<file path="config.mk">
export PLATFORM = sky130hd
export DESIGN_NAME = memory_slave_ctrl_flat
export DESIGN_NICKNAME = d
export VERILOG_FILES = /design/src/rtl/memory_slave_ctrl_pkg.sv /design/src/rtl/memory_slave_ctrl_if.sv /design/src/rtl/memory_slave_ctrl_array.sv /design/src/rtl/memory_slave_ctrl.sv /design/src/flat_wrapper.sv
export SDC_FILE = /design/constraint.sdc
export NUM_CORES = 1
export LEC_CHECK = 0
export CORE_UTILIZATION = 56
export DETAILED_ROUTE_END_ITERATION = 12
export PLACE_DENSITY = 0.78
export SYNTH_ARGS = -nofsm -noshare
export SYNTH_HDL_FRONTEND = slang
export SYNTH_HIERARCHICAL = 1
export SYNTH_SLANG_ARGS = --single-unit
</file>
<file path="constraint.sdc">
create_clock -name clk -period 1.7 [get_ports clk]
set_input_delay 0.17 -clock clk [delete_from_list [all_inputs] [get_ports clk]]
set_output_delay 0.17 -clock clk [all_outputs]
set_load 0.01 [all_outputs]
</file>
<file path="src/rtl/memory_slave_ctrl_pkg.sv">
// rtl/memory_slave_ctrl_pkg.sv - shared types, defaults and helpers for the memory slave
// Purpose: FSM state type, default parameter values and the address range check
//          used by both the controller and the storage array.
// Ports:   none (package).
package memory_slave_ctrl_pkg;

  typedef enum logic {
    IDLE    = 1'b0,
    RD_WAIT = 1'b1
  } state_e;

  localparam int DEF_ADDR_WIDTH = 4;
  localparam int DEF_DATA_WIDTH = 32;
  localparam int DEF_MEM_SIZE   = 16;
  localparam int DEF_RD_LATENCY = 1;

  // Unsigned compare; the caller zero-extends its address to 32 bits.
  function automatic logic addr_ok(input logic [31:0] addr, input int unsigned mem_size);
    return (addr < mem_size);
  endfunction

endpackage

</file>
<file path="src/rtl/memory_slave_ctrl_if.sv">
// rtl/memory_slave_ctrl_if.sv - request/response bus between master and memory slave
// Purpose: groups the request (wr/rd/addr/wdata/be) and response
//          (rdata/slv_rsp/slv_err/busy) signals.
// Modports: master drives requests and observes responses; slave is the reverse.
interface memory_slave_ctrl_if #(
  parameter int ADDR_WIDTH = 4,
  parameter int DATA_WIDTH = 32
) ();

  logic                    wr;
  logic                    rd;
  logic [ADDR_WIDTH-1:0]   addr;
  logic [DATA_WIDTH-1:0]   wdata;
  logic [DATA_WIDTH/8-1:0] be;
  logic [DATA_WIDTH-1:0]   rdata;
  logic                    slv_rsp;
  logic                    slv_err;
  logic                    busy;

  modport master (
    output wr, rd, addr, wdata, be,
    input  rdata, slv_rsp, slv_err, busy
  );

  modport slave (
    input  wr, rd, addr, wdata, be,
    output rdata, slv_rsp, slv_err, busy
  );

endinterface

</file>
<file path="src/rtl/memory_slave_ctrl_array.sv">
// rtl/memory_slave_ctrl_array.sv - MEM_SIZE x DATA_WIDTH storage with byte-enable write
// Purpose: register-file storage, cleared by async reset; byte-enable write
//          port and a registered read port.
// Ports:   clk, rst_n (async active-low), we_i/waddr_i/wdata_i/be_i write port,
//          re_i/raddr_i read request, rdata_o registered read result.
module memory_slave_ctrl_array
  import memory_slave_ctrl_pkg::*;
#(
  parameter int ADDR_WIDTH = DEF_ADDR_WIDTH,
  parameter int DATA_WIDTH = DEF_DATA_WIDTH,
  parameter int MEM_SIZE   = DEF_MEM_SIZE
) (
  input  logic                    clk,
  input  logic                    rst_n,
  input  logic                    we_i,
  input  logic [ADDR_WIDTH-1:0]   waddr_i,
  input  logic [DATA_WIDTH-1:0]   wdata_i,
  input  logic [DATA_WIDTH/8-1:0] be_i,
  input  logic                    re_i,
  input  logic [ADDR_WIDTH-1:0]   raddr_i,
  output logic [DATA_WIDTH-1:0]   rdata_o
);

  localparam int NB    = DATA_WIDTH / 8;
  localparam int IDX_W = (MEM_SIZE > 1) ? $clog2(MEM_SIZE) : 1;

  logic [DATA_WIDTH-1:0] mem_q [MEM_SIZE];
  logic [DATA_WIDTH-1:0] rdata_q;
  logic [IDX_W-1:0]      widx;
  logic [IDX_W-1:0]      ridx;
  logic                  rd_in_range;

  assign widx        = waddr_i[IDX_W-1:0];
  assign ridx        = raddr_i[IDX_W-1:0];
  assign rd_in_range = addr_ok(32'(raddr_i), MEM_SIZE);
  assign rdata_o     = rdata_q;

  always_ff @(posedge clk or negedge rst_n) begin
    if (!rst_n) begin
      for (int w = 0; w < MEM_SIZE; w++) begin
        mem_q[w] <= '0;
      end
      rdata_q <= '0;
    end else begin
      // The controller only asserts we_i for in-range addresses.
      if (we_i) begin
        for (int b = 0; b < NB; b++) begin
          if (be_i[b]) begin
            mem_q[widx][8*b +: 8] <= wdata_i[8*b +: 8];
          end
        end
      end
      // Addresses without storage read as zero.
      if (re_i) begin
        rdata_q <= rd_in_range ? mem_q[ridx] : '0;
      end
    end
  end

endmodule

</file>
<file path="src/rtl/memory_slave_ctrl.sv">
// rtl/memory_slave_ctrl.sv - memory slave: FSM, read latency, range check, responses
// Purpose: accepts single write/read requests, checks the address range,
//          applies RD_LATENCY to reads and issues a one-cycle slv_rsp/slv_err.
// Ports:   clk, reset (async active-low), bus (slave modport: wr, rd, addr,
//          wdata, be in; rdata, slv_rsp, slv_err, busy out).
module memory_slave_ctrl
  import memory_slave_ctrl_pkg::*;
#(
  parameter int ADDR_WIDTH = DEF_ADDR_WIDTH,
  parameter int DATA_WIDTH = DEF_DATA_WIDTH,
  parameter int MEM_SIZE   = DEF_MEM_SIZE,
  parameter int RD_LATENCY = DEF_RD_LATENCY
) (
  input  logic                 clk,
  input  logic                 reset,
  memory_slave_ctrl_if.slave   bus
);

  localparam int CNT_W = 3;

  if (DATA_WIDTH % 8 != 0) begin : g_chk_dw
    $error("DATA_WIDTH must be a multiple of 8");
  end
  if (RD_LATENCY < 1 || RD_LATENCY > 8) begin : g_chk_lat
    $error("RD_LATENCY must be in 1..8");
  end
  if (MEM_SIZE < 1 || MEM_SIZE > 2**ADDR_WIDTH) begin : g_chk_size
    $error("MEM_SIZE must be in 1..2**ADDR_WIDTH");
  end

  state_e                state_q;
  logic [CNT_W-1:0]      cnt_q;
  logic                  rsp_q;
  logic                  err_q;
  logic                  busy_q;
  logic                  pend_err_q;
  logic [DATA_WIDTH-1:0] rdata_q;

  logic                  in_range;
  logic                  wr_req;
  logic                  rd_req;
  logic                  both_req;
  logic [DATA_WIDTH-1:0] arr_rdata;

  assign in_range = addr_ok(32'(bus.addr), MEM_SIZE);
  assign wr_req   = (state_q == IDLE) && bus.wr && !bus.rd;
  assign rd_req   = (state_q == IDLE) && bus.rd && !bus.wr;
  assign both_req = (state_q == IDLE) && bus.wr && bus.rd;

  // The array captures read data at the sample edge, so a pending read is
  // unaffected by anything that happens during RD_WAIT.
  memory_slave_ctrl_array #(
    .ADDR_WIDTH (ADDR_WIDTH),
    .DATA_WIDTH (DATA_WIDTH),
    .MEM_SIZE   (MEM_SIZE)
  ) u_array (
    .clk     (clk),
    .rst_n   (reset),
    .we_i    (wr_req && in_range),
    .waddr_i (bus.addr),
    .wdata_i (bus.wdata),
    .be_i    (bus.be),
    .re_i    (rd_req),
    .raddr_i (bus.addr),
    .rdata_o (arr_rdata)
  );

  always_ff @(posedge clk or negedge reset) begin
    if (!reset) begin
      state_q    <= IDLE;
      cnt_q      <= '0;
      rsp_q      <= 1'b0;
      err_q      <= 1'b0;
      busy_q     <= 1'b0;
      pend_err_q <= 1'b0;
      rdata_q    <= '0;
    end else begin
      rsp_q <= 1'b0;
      err_q <= 1'b0;
      case (state_q)
        IDLE: begin
          if (wr_req) begin
            rsp_q <= 1'b1;
            err_q <= !in_range;
          end else if (rd_req) begin
            if (RD_LATENCY == 1) begin
              rsp_q <= 1'b1;
              err_q <= !in_range;
            end else begin
              state_q    <= RD_WAIT;
              cnt_q      <= CNT_W'(RD_LATENCY - 2);
              busy_q     <= 1'b1;
              pend_err_q <= !in_range;
            end
          end else if (both_req) begin
            rsp_q <= 1'b1;
            err_q <= 1'b1;
          end
        end
        RD_WAIT: begin
          // Requests during RD_WAIT, including on the exit edge, are dropped.
          if (cnt_q == '0) begin
            state_q <= IDLE;
            busy_q  <= 1'b0;
            rsp_q   <= 1'b1;
            err_q   <= pend_err_q;
            rdata_q <= arr_rdata;
          end else begin
            cnt_q <= cnt_q - 1'b1;
          end
        end
        default: state_q <= IDLE;
      endcase
    end
  end

  // With single-cycle latency the array's read register is the result itself.
  assign bus.rdata   = (RD_LATENCY == 1) ? arr_rdata : rdata_q;
  assign bus.slv_rsp = rsp_q;
  assign bus.slv_err = err_q;
  assign bus.busy    = busy_q;

endmodule

</file>
<file path="src/flat_wrapper.sv">
// flat-port wrapper written by rule: the top's interface ports become plain ports
module memory_slave_ctrl_flat import memory_slave_ctrl_pkg::*;
#(
  parameter int ADDR_WIDTH = DEF_ADDR_WIDTH,
  parameter int DATA_WIDTH = DEF_DATA_WIDTH,
  parameter int MEM_SIZE   = DEF_MEM_SIZE,
  parameter int RD_LATENCY = DEF_RD_LATENCY
)
  (clk, reset, bus_wr, bus_rd, bus_addr, bus_wdata, bus_be, bus_rdata, bus_slv_rsp, bus_slv_err, bus_busy);
  memory_slave_ctrl_if #(.ADDR_WIDTH(ADDR_WIDTH), .DATA_WIDTH(DATA_WIDTH)) bus_i ();
  input  logic clk;
  input  logic reset;
  input wire logic [$bits(bus_i.wr)-1:0] bus_wr;
  input wire logic [$bits(bus_i.rd)-1:0] bus_rd;
  input wire logic [$bits(bus_i.addr)-1:0] bus_addr;
  input wire logic [$bits(bus_i.wdata)-1:0] bus_wdata;
  input wire logic [$bits(bus_i.be)-1:0] bus_be;
  output wire logic [$bits(bus_i.rdata)-1:0] bus_rdata;
  output wire logic [$bits(bus_i.slv_rsp)-1:0] bus_slv_rsp;
  output wire logic [$bits(bus_i.slv_err)-1:0] bus_slv_err;
  output wire logic [$bits(bus_i.busy)-1:0] bus_busy;
  assign bus_i.wr = bus_wr;
  assign bus_i.rd = bus_rd;
  assign bus_i.addr = bus_addr;
  assign bus_i.wdata = bus_wdata;
  assign bus_i.be = bus_be;
  assign bus_rdata = bus_i.rdata;
  assign bus_slv_rsp = bus_i.slv_rsp;
  assign bus_slv_err = bus_i.slv_err;
  assign bus_busy = bus_i.busy;
  memory_slave_ctrl #(.ADDR_WIDTH(ADDR_WIDTH), .DATA_WIDTH(DATA_WIDTH), .MEM_SIZE(MEM_SIZE), .RD_LATENCY(RD_LATENCY)) u_core (.clk(clk), .reset(reset), .bus(bus_i));
endmodule
</file>
==> impl_metrics.json <==
{
  "run_status": "complete, but fails checks",
  "violations_in_the_final_reports": "setup timing",
  "power-per-cell-area_nw_per_um2": 1070,
  "clock_latency_ns": 0.59,
  "first_pass_grt_wire_length_mm": 91.4,
  "post_route_cells_drive_above_1_share_pct": 47.2,
  "nets": 1731,
  "critPathCapture": "u_core/u_array/mem_q[294]",
  "postSynthCellCount": 1523,
  "worstReg2RegEnd": "u_core/u_array/mem_q[294]",
  "worst_pin_slew_ns": 0.706,
  "port_buffers": 77,
  "cts_inserted_buffers": 55,
  "cts_tree": "built",
  "yosys.area_share.adder_pct": 0.102,
  "clkPwrFrac_pct": 37.0,
  "avgRoutedWirePerCell_um": 24.9,
  "cts_max_path_buffers": 3,
  "drc_violation_count_after_routing": 0,
  "syn_to_final_growth_pct": 22.7,
  "drt_pre_antenna_iters": 5,
  "yosys_most_used_dff": "sky130_fd_sc_hd__dfrtp_1",
  "reg2regPathDepth": 6,
  "clock_tree.root_cell": "sky130_fd_sc_hd__clkbuf_16",
  "min-delay-path-class": "in -> async",
  "routed_via_density": 6.10,
  "max_clock_freq_mhz": 547,
  "relSlewSlack_pct": 52.9,
  "antenna_found_initial": 0,
  "die-height_um": 211,
  "mapped_avg_cell_area_um2": 16.1,
  "worst-setup-path-type": "reg -> reg",
  "placementRows": 76,
  "power.net_switching_mw": 7.75,
  "drtIter0Drc": 846,
  "synthesis.yosys.warnings": 6,
  "io_pins": 79,
  "worstReg2RegStart": "u_core/state_q",
  "asyncSetResetFlopFracSynth_pct": 100,
  "power_switching_share_pct": 23.9,
  "yosys_register_bits": 550,
  "globalplace.congestion": 0.796,
  "route.antenna.remaining_nets": 0,
  "maximum_net_fanout_on_the_critical_path": 8,
  "maximum_number_of_pins_on_one_net_before_global_route_repair": 100,
  "hold_violations": 0,
  "highest_count_cells_in_the_layout_ignoring_fill_and_taps": "550 x sky130_fd_sc_hd__dfrtp_1, 300 x sky130_fd_sc_hd__mux2_2, 130 x sky130_fd_sc_hd__mux2_1",
  "simple_gate_share_of_the_synthesized_area_pct": 3.43,
  "yosysUniqueCellTypes": 32,
  "required_ns": 2.17,
  "internal_power_of_the_cells_mw": 24.6,
  "placeableCoreArea_um2": 43200,
  "timing.critical_path.to_type": "flop",
  "final.period_utilization_pct": 108,
  "place_area_um2": 27300,
  "via_count": 14087,
  "crit_path_start_kind": "flop",
  "slew_violations": 0,
  "p_comb_share_pct": 14.4,
  "groute.usage.overall_pct": 26.9,
  "number_of_flops_mapped_to_enable_cells_by_yosys": 0,
  "post-place-ws_ns": -0.544,
  "post_synth_mux_area_share_pct": 36.6,
  "worst-r2r-setup-slack_ns": -0.13,
  "fill_cells": 2764,
  "synth_compound_area_share_pct": 1.96,
  "clock_sink_count": 550,
  "setup_slack_ns": -0.129,
  "worst_setup_hold_path_clk_slew_ns": 0.06,
  "fraction_of_the_yosys_area_taken_by_sequential_cells_pct": 56.0,
  "utilization_pct": 69.8,
  "power.total_mw": 32.4,
  "rsz_0062_raised_after_global_routing": "yes",
  "synth_xor_area_share_pct": 0.0356,
  "seq_area_um2": 13800,
  "globalRouteOverflowTotal": 0,
  "worst_clock_skew_ns": 0.00772,
  "startpoint": "u_core/state_q",
  "synth_fp_nets": 1569,
  "final_design_area_no_fill_um2": 30100,
  "grt_pass1_vias": 15556,
  "report.final.setup_viol": 491,
  "cts_setup_buffers": 0,
  "finalCriticalPeriod_ns": 1.83,
  "seq_power_share_pct": 48.7,
  "multiInputGateArea_um2": 11300,
  "dp.final_hpwl_mm": 36.0,
  "p_leak_nw": 14.4,
  "post_synthesis_instance_area_um2": 24600,
  "final_routed_wirelength_mm": 57.4,
  "die-area_um2": 44700,
  "ir_worst_vdd_uv": 840,
  "cap_violations": 0,
  "initial_standard_cell_utilization_of_the_core_pct": 56.9,
  "critical_path_arrival_ns": 2.30,
  "mostFrequentLayoutCell": "sky130_fd_sc_hd__dfrtp_1",
  "worst_hold_slack_ns": 0.206,
  "dominant_combinational_cell_family_by_area_after_synthesis": "multiplexers",
  "antenna_cells_inserted": 0,
  "h-tree-depth": 2,
  "die_span_x_um": 211
}
## worst min path at each step
stage / slack [ns] / startpoint / to
after CTS: 0.20 / reset / u_core/u_array/mem_q[344]
after global placement: 0.009 / reset / u_core/u_array/mem_q[411]
after floorplan: -0.13 / reset / u_core/bus.slv_err
after detailed placement: 0.004 / reset / u_core/u_array/mem_q[411]
after global routing: 0.23 / reset / u_core/u_array/mem_q[344]
final: 0.21 / reset / u_core/u_array/mem_q[344]
## worst max-delay path: stages, from the launching register on
cell	delay, ns
sky130_fd_sc_hd__dfrtp_1	0.39
sky130_fd_sc_hd__nor3b_2	0.24
sky130_fd_sc_hd__buf_6	0.21
sky130_fd_sc_hd__and2_4	0.21
sky130_fd_sc_hd__buf_12	0.15
sky130_fd_sc_hd__nand2_4	0.13
sky130_fd_sc_hd__mux2_1	0.37
## routing by layer
layer  up-vias  global-route usage (%)  wire [um]
met5         -                       0          0
met4         0                    7.82       1170
met3        80                    4.09       2640
met2       327                    44.8      29200
li1       6061                       -          -
met1      7619                    36.9      24400
## kinds of logic (layout without fill, tap and decap cells)
kind of cell / count (synthesis) / in the layout
muxes: 674 / 674
and+or+nand+nor: 129 / 129
buffers and inverters: 102 / 302
DFF: 550 / 550
AOI/OAI and AO/OA: 64 / 64
other: 1 / 1
adders and majority gates: 2 / 2
xor gates and xnor gates: 1 / 1
## cell type report
cell class | count | share of cell area, %
clock buffer | 80 | 5.52
sequential | 550 | 45.7
multi-input combinational | 871 | 37.4
clock inverter | 15 | 0.423
tap | 585 | 2.43
timing repair buffer | 204 | 8.55
inverter | 3 | 0.0374
## flip-flops by register name (all words and copies together), names as in the netlist
signal,flops
u_core/u_array/mem_q,512
u_core/u_array/rdata_o,32
u_core/cnt_q,3
u_core/bus.slv_err,1
u_core/bus.slv_rsp,1
u_core/state_q,1
## timing repair
| item | in CTS | in global routing |
|---|---|---|
| resized for setup | 143 | 48 |
| endpoints found under the setup margin | 531 | 540 |
| pin swaps | 17 | 10 |
| endpoints found under the hold margin | 537 | 0 |
| cloned | 4 | 2 |
| hold buffers | 2 | 0 |
## Yosys cell counts (all sizes together) (2+ instances only)
library cell	n	area, um^2
ha	2	25.0
and2	5	31.3
o22ai	32	200
nand4b	4	60.1
nor4b	4	60.1
clkbuf	55	206
buf	44	243
nor2	53	269
mux2i	34	340
nand2	48	250
dfrtp	550	13800
mux2	512	5770
a221oi	32	280
nor3b	2	15.0
inv	3	11.3
mux4	128	2880
and4bb	6	75.1
## power groups by stage
stage	sequential, mW	clock, mW	combinational, mW
detailed placement	15.9	0	4.33
floorplan	15.7	0	2.80
CTS	15.7	12.2	4.63
global route	15.9	12.7	5.01
global placement	15.8	0	4.17
finish	15.7	12.0	4.65
## per-stage QoR
stage	instances	setup TNS, ns
after global routing	2308	-50.54
final	2308	-24.30
after global placement	2205	-220.74
after detailed placement	2205	-227.63
after CTS	2306	-25.10
after floorplan	1523	0
No activity file was read; power rests on OpenSTA's default activity.
